--- src/rtl/storage_loader.sv ---
// Boot-time copy engine: streams a block from the storage drive's synchronous
// read port into main memory at one word per clock, with progress and XOR checksum.
module storage_loader #(
   parameter int DW          = 32,
   parameter int SADDR_WIDTH = 14,
   parameter int MADDR_WIDTH = 14
) (
   input  logic                   clock,
   input  logic                   reset,
   input  logic                   start,
   input  logic [SADDR_WIDTH-1:0] src_base,
   input  logic [MADDR_WIDTH-1:0] dst_base,
   input  logic [SADDR_WIDTH:0]   word_count,
   output logic [SADDR_WIDTH-1:0] storage_address,
   input  logic [DW-1:0]          storage_data,
   output logic [MADDR_WIDTH-1:0] mem_address,
   output logic [DW-1:0]          mem_data,
   output logic                   mem_write_enable,
   output logic                   busy,
   output logic                   done,
   output logic [SADDR_WIDTH:0]   words_copied,
   output logic [DW-1:0]          checksum
);

   typedef enum logic [1:0] {IDLE, STREAM, DRAIN, FINISH} state_t;

   localparam logic [SADDR_WIDTH:0] MAX_N = {1'b1, {SADDR_WIDTH{1'b0}}};
   localparam logic [SADDR_WIDTH:0] ONE   = (SADDR_WIDTH+1)'(1);

   state_t                 state_q, state_d;
   logic [SADDR_WIDTH-1:0] src_q, src_d;
   logic [MADDR_WIDTH-1:0] dst_q, dst_d;
   logic [SADDR_WIDTH:0]   n_q, n_d;
   logic [SADDR_WIDTH:0]   idx_q, idx_d;
   logic [SADDR_WIDTH-1:0] sa_q, sa_d;
   logic [MADDR_WIDTH-1:0] ma_q, ma_d;
   logic [DW-1:0]          md_q, md_d;
   logic                   we_q, we_d;
   logic [SADDR_WIDTH:0]   wc_q, wc_d;
   logic [DW-1:0]          cks_q, cks_d;
   logic                   rd0_q, rd0_d;
   logic                   rd1_q, rd1_d;
   logic [SADDR_WIDTH:0]   n_clamp;

   assign n_clamp = (word_count > MAX_N) ? MAX_N : word_count;

   always_ff @(posedge clock or posedge reset) begin
      if (reset) begin
         state_q <= IDLE;
         src_q   <= '0;
         dst_q   <= '0;
         n_q     <= '0;
         idx_q   <= '0;
         sa_q    <= '0;
         ma_q    <= '0;
         md_q    <= '0;
         we_q    <= 1'b0;
         wc_q    <= '0;
         cks_q   <= '0;
         rd0_q   <= 1'b0;
         rd1_q   <= 1'b0;
      end else begin
         state_q <= state_d;
         src_q   <= src_d;
         dst_q   <= dst_d;
         n_q     <= n_d;
         idx_q   <= idx_d;
         sa_q    <= sa_d;
         ma_q    <= ma_d;
         md_q    <= md_d;
         we_q    <= we_d;
         wc_q    <= wc_d;
         cks_q   <= cks_d;
         rd0_q   <= rd0_d;
         rd1_q   <= rd1_d;
      end
   end

   always_comb begin
      state_d = state_q;
      src_d   = src_q;
      dst_d   = dst_q;
      n_d     = n_q;
      idx_d   = idx_q;
      sa_d    = sa_q;
      ma_d    = ma_q;
      md_d    = md_q;
      we_d    = 1'b0;
      wc_d    = wc_q;
      cks_d   = cks_q;
      // rd0: address issued at this edge; rd1: storage captured it; write follows
      rd0_d   = 1'b0;
      rd1_d   = rd0_q;

      if ((state_q == STREAM || state_q == DRAIN) && rd1_q) begin
         md_d  = storage_data;
         ma_d  = dst_q + MADDR_WIDTH'(wc_q);
         we_d  = 1'b1;
         wc_d  = wc_q + ONE;
         cks_d = cks_q ^ storage_data;
      end

      case (state_q)
         IDLE: begin
            if (start) begin
               src_d   = src_base;
               dst_d   = dst_base;
               n_d     = n_clamp;
               wc_d    = '0;
               cks_d   = '0;
               sa_d    = src_base;
               idx_d   = ONE;
               rd0_d   = (n_clamp != '0);
               // An empty copy still spends one cycle in DRAIN (busy masked) so
               // done lands one cycle after the start edge.
               state_d = (n_clamp != '0) ? STREAM : DRAIN;
            end
         end
         STREAM: begin
            if (idx_q < n_q) begin
               sa_d  = src_q + idx_q[SADDR_WIDTH-1:0];
               idx_d = idx_q + ONE;
               rd0_d = 1'b1;
            end
            if ((idx_q + ONE) >= n_q) state_d = DRAIN;
         end
         DRAIN: begin
            if (wc_q == n_q) begin
               we_d    = 1'b0;
               state_d = FINISH;
            end
         end
         FINISH: state_d = IDLE;
         default: state_d = IDLE;
      endcase
   end

   assign storage_address  = sa_q;
   assign mem_address      = ma_q;
   assign mem_data         = md_q;
   assign mem_write_enable = we_q;
   assign words_copied     = wc_q;
   assign checksum         = cks_q;
   assign busy             = (state_q == STREAM || state_q == DRAIN) && (n_q != '0);
   assign done             = (state_q == FINISH);

endmodule
--- config.mk ---
export PLATFORM = sky130hd
export DESIGN_NAME = storage_loader
export DESIGN_NICKNAME = d
export VERILOG_FILES = /design/src/rtl/storage_loader.sv
export SDC_FILE = /design/constraint.sdc
export NUM_CORES = 1
export LEC_CHECK = 0
export BUFFER_PORTS_ARGS = -buffer_cell sky130_fd_sc_hd__buf_2
export CAP_MARGIN = 20
export CORE_ASPECT_RATIO = 0.7
export CORE_UTILIZATION = 40
export CTS_BUF_LIST = sky130_fd_sc_hd__clkbuf_16
export DETAILED_ROUTE_END_ITERATION = 10
export PLACE_DENSITY_LB_ADDON = 0.15
export SETUP_SLACK_MARGIN = 0.15
export SLEW_MARGIN = 20
export SYNTH_ARGS = -nofsm -noshare
export SYNTH_HDL_FRONTEND = slang
export SYNTH_SLANG_ARGS = --single-unit
--- constraint.sdc ---
create_clock -name clock -period 6.5 [get_ports clock]
set_input_delay 1.95 -clock clock [delete_from_list [all_inputs] [get_ports clock]]
set_output_delay 1.95 -clock clock [all_outputs]
set_load 0.02 [all_outputs]
# == After elaboration in Yosys (flattened, before gate mapping) ==
# Cells that the tools add are included.
# word_totals
regBits,170
latchBits,0
ram_bits,0
rom_bits,0
in_bits,78
output_inout_bits,110
word_cells,63
mem_count,0
# classes
addsub,4
multipliers,0
div_mod_pow,0
order_cmp,3
eq_ne,8
n_shift,0
n_mux,24
bitwise,1
reduce_logical,10
# op_table
operator,count
$mux 32,3
$mux 15,6
$xor 32x32->32,1
$add 15x1->15 const B,2
$pmux 15 s2,1
$reduce_bool 15->1,2
$add 14x14->14,2
$mux 14,2
$pmux 14 s2,1
$eq 15x15->1,1
$ge 15x15->1,1
$gt 15x15->1 const B,1
$lt 15x15->1,1
$mux 2,4
$ne 2x2->1 const B,4
$pmux 2 s4,1
$reduce_and 3->1,2
$mux 1,5
$eq 2x2->1 const B,2
$eq 2x1->1 const B,1
$logic_and 1x1->1,2
$logic_not 2->1,1
$pmux 1 s2,1
$reduce_and 2->1,1
other kinds (2),2

# == Longest topological paths before layout ==
# depth
word_depth,6
depth_mapped,12
depth_no_buf,12

# == Worst setup path after synthesis ==
# OpenSTA, ideal clock, no wires.
# synth_timing
path_kind,register -> output
from,register state_q[0]
to,output port busy
arrival_ns,1.154
t_required_ns,4.550
setup_slack_ns,3.396
stages_incl_launch_ff,5
n_path_buf,0
path_cell_list,dfrtp_1 inv_1 ha_1 inv_1 a41oi_1
# synth_via
elab_chain_cells,3
elab_cells_between_ends,4
cone_classes,eq/ne (2); reduce/logical (2)
# synth_rtl
element,line_no,rtl
from (decl),30,"state_t state_q, state_d;"
from (signal assigned),63,state_q <= state_d;
$eq 2x1->1 or $eq 2x2->1 (tied branches),144,assign busy = (state_q == STREAM || state_q == DRAIN) && (n_q != '0);
$logic_or 1x1->1 (*),144,
$logic_and 1x1->1 (*),144,
to (decl),19,"output logic busy,"
# Mark *: on every way between the ends. The rest lies on a longest branch, timed or not.

# == Final worst setup path ==
# Same ends and word-level chain as after synthesis.

==> flow_metrics.py <==
metrics = {
    "outcome": {
        "status": "completed",
    },
    "clock_network": {
        "cts_tree": "yes",
        "cts-resized-gates": 0,
        "clkTransAtPathRegs_ns": 0.06,
        "clock_tree.root_cell": "clkbuf_16",
        "cts_hold_buf": 0,
        "cts_inserted_buffers": 17,
        "numClockSinks": 170,
        "cts_buffer_depth": 2,
        "htreeDepth": 4,
        "clkLatencyLatePin_ns": 0.42,
        "cts_setup_buffers": 0,
    },
    "global_route": {
        "grt_pass1_vias": 7019,
        "antenna_found_initial": 3,
        "grt_usage_pct": 21.36,
        "grt_pass1_wl_um": 38530,
        "grt_max_degree": 171,
        "grt_overflow": 0,
    },
    "route": {
        "drcViolationCount": 0,
        "dr_total_vias": 7433,
        "wire_per_inst_um": 16.48,
        "totalWireLength_um": 24220,
        "first_iter_violations": 450,
        "drt_first_pass_iters": 5,
        "drtAntennaViolNets": 0,
        "vias_per_cell": 5.056,
    },
    "sta": {
        "drv_slew": 0,
        "hold_violations": 0,
        "worst_slack_ns": 2.691,
        "fin_skew_ns": 0.01010,
        "relSlewSlack_pct": 34.33,
        "worst_pin_slew_ns": 0.9851,
        "finalCriticalPeriod_ns": 3.809,
        "finalSetupTns_ns": 0,
        "fin_crit_sh_pct": 58.61,
        "setup_viol": 0,
        "fmax_mhz": 262.5,
        "hold_ws_ns": 0.3480,
        "rsz0062_at_grt": "false",
    },
    "layout": {
        "nFillCells": 2132,
        "final_layout_size_suffix_gt1_share_pct": 19.12,
        "nets": 1317,
        "fin_area_sq_mm": 0.01085,
        "areaGrowthSynthToFinish_pct": 19.49,
    },
    "placement": {
        "place_ws_ns": 2.530,
        "placed_cell_area_sq_mm": 0.01027,
        "gp_congestion": 0.8297,
        "post-dp-hpwl_um": 16730,
        "port_buffers": 187,
    },
    "worst_setup_path": {
        "path_class": "flip-flop to primary output",
        "rr_startpoint": "idx_q[0]",
        "end_kind": "primary output",
        "r2r-end": "state_q[1]",
        "r2r_cells": 11,
        "worstSetupStartpointType": "flip-flop",
        "worstPathMaxFanout": 3,
        "required_ns": 4.55,
        "crit_arrival_ns": 1.86,
        "ff2ff_setup_slack_ns": 3.01,
    },
    "synth": {
        "yosysWarnings": 0,
        "async_reset_ff_share_pct": 100.0,
        "synth_top_family_by_area": "simple AND/OR/NAND/NOR gates",
        "synth_xor_area_share_pct": 8.292,
        "synthesis.instances": 1001,
        "synth-simple-area-share_pct": 20.19,
        "ys_dominant_reg_cell": "dfrtp_1",
        "synth_edf_count": 0,
        "syn_nets": 1143,
        "synth.cell_area_sq_mm": 0.009084,
        "seq_area_frac_synth_pct": 46.83,
        "synth_compound_area_share_pct": 11.50,
        "synth_seq_cells": 170,
        "synth_cell_types": 52,
        "synthMuxAreaShare_pct": 1.006,
        "postSynthAreaPerCell_sq_um": 9.075,
        "synth_fa_ha_area_share_pct": 8.981,
    },
    "die": {
        "std_cell_rows": 45,
        "ios": 188,
        "initial_core_util_pct": 41.37,
        "die_w_um": 182.1,
        "fp.dieArea_sq_mm": 0.02333,
        "die_h_um": 128.1,
        "core_sq_mm": 0.02196,
    },
    "worst_hold_path": {
        "hold_path_class": "flip-flop to flip-flop",
        "holdPathStages": 0,
        "worstHoldStart": "rd0_q",
        "min_to": "rd1_q",
    },
    "pwr": {
        "p_leak_uw": 0.005626,
        "power_uw": 2673,
        "ir_drop_mv": 0.1759,
        "p_per_area_mw_per_mm2": 246.3,
    },
    "run": {
        "maxCapViolations": 0,
    },
}
## worst max-delay path by stage
stage                              from           to  slack, ns
final                        state_q[0]         busy       2.69
after global routing         state_q[0]         busy       2.59
after CTS                    state_q[0]         busy       2.69
after detailed placement  word_count[1]      n_q[12]       2.53
after global placement    word_count[1]      n_q[13]       2.58
after floorplan                   reset  checksum[0]       2.38
## synthesized netlist by cell type (all sizes together), types with 13 or more instances
cell type    n  share of area [%]
xnor2       18                1.7
inv         36                1.5
xor2        68                6.6
nand4       14               0.96
clkbuf      28                1.2
dfrtp      170                 47
o21ai       77                4.2
a21oi       32                1.8
nor2        65                2.7
nand2      267                 11
nand3       13               0.72
ha          62                8.5
## where the power goes
group          leakage (uW)  internal [uW]  total, uW  switching [uW]
clock              0.000282            560        984             424
sequential          0.00205           1170       1250            75.6
combinational       0.00329            159        442             283
total               0.00563           1890       2670             782
## worst max-delay path, cell delays in order, from the launching register on
cell and delay (ns):
dfrtp_1 0.39, inv_1 0.10, ha_1 0.33, inv_1 0.10
a41oi_1 0.29, buf_2 0.23
## flip-flops by register name, indices dropped and copies added, names as in the netlist
name / flops
idx_q: 15
storage_address: 14
mem_address: 14
words_copied: 15
n_q: 15
src_q: 14
rd1_q: 1
rd0_q: 1
mem_data: 32
dst_q: 14
mem_write_enable: 1
state_q: 2
checksum: 32
## through the flow
stage / instances / util (%)
2_1_floorplan: 1001 / -
4_1_cts: 1468 / 49.33
3_3_place_gp: 1437 / 46.77
5_1_grt: 1470 / 49.43
3_5_place_dp: 1437 / 46.77
6_report: 1470 / 49.43
## cell usage in the layout, fill, tap and decap left out, types with 3 or more instances in the layout
master,netlist,final
nand2_1,267,266
buf_2,1,187
dfrtp_1,170,170
o21ai_0,77,77
xor2_1,68,68
nor2_1,65,65
ha_1,62,62
inv_1,36,38
a21oi_1,32,32
xnor2_1,18,18
clkbuf_16,0,17
nand4_1,14,14
nand3_1,13,13
nor4_1,11,11
a21o_1,11,11
nor3_1,11,11
nor2b_1,11,11
mux2i_1,8,8
and3_1,8,8
o21a_1,7,7
a31oi_1,6,6
a211oi_1,5,5
o31ai_1,5,5
nand3b_1,5,5
and2_1,6,4
or3_1,4,4
o211ai_1,4,4
nor3b_1,4,4
a2111oi_0,4,4
clkinv_4,0,4
a211o_1,3,3
a22o_1,3,3
buf_4,0,3
## cell type report
type / instances / area, sq um / area share [%]
antenna: 1 / 2.502 / 0.02305
clock buffer: 17 / 425.4 / 3.919
clock inverter: 14 / 135.1 / 1.245
inverter: 36 / 138.9 / 1.280
multi-input combinational: 758 / 4547 / 41.89
sequential: 170 / 4254 / 39.19
tap: 282 / 352.8 / 3.251
timing repair buffer: 192 / 998.5 / 9.199
## cell families after synthesis
family,count (synthesis)
xor gates and xnor gates,86
buffers and inverters,73
and+or+nand+nor,427
AOI/OAI and AO/OA,172
DFF,170
muxes,9
adders and majority gates,64
## layer usage
| layer | share of wire, % | global-route usage [%] | routed length (um) | up-vias |
|---|---|---|---|---|
| li1 | - | - | - | 3731 |
| met1 | 53 | 32.77 | 12870 | 3483 |
| met2 | 40 | 29.12 | 9625 | 193 |
| met3 | 6.1 | 6.080 | 1485 | 22 |
| met4 | 0.88 | 5.091 | 212 | 4 |
| met5 | 0.13 | 0 | 31 | - |
(Power assumes the default switching activity.)
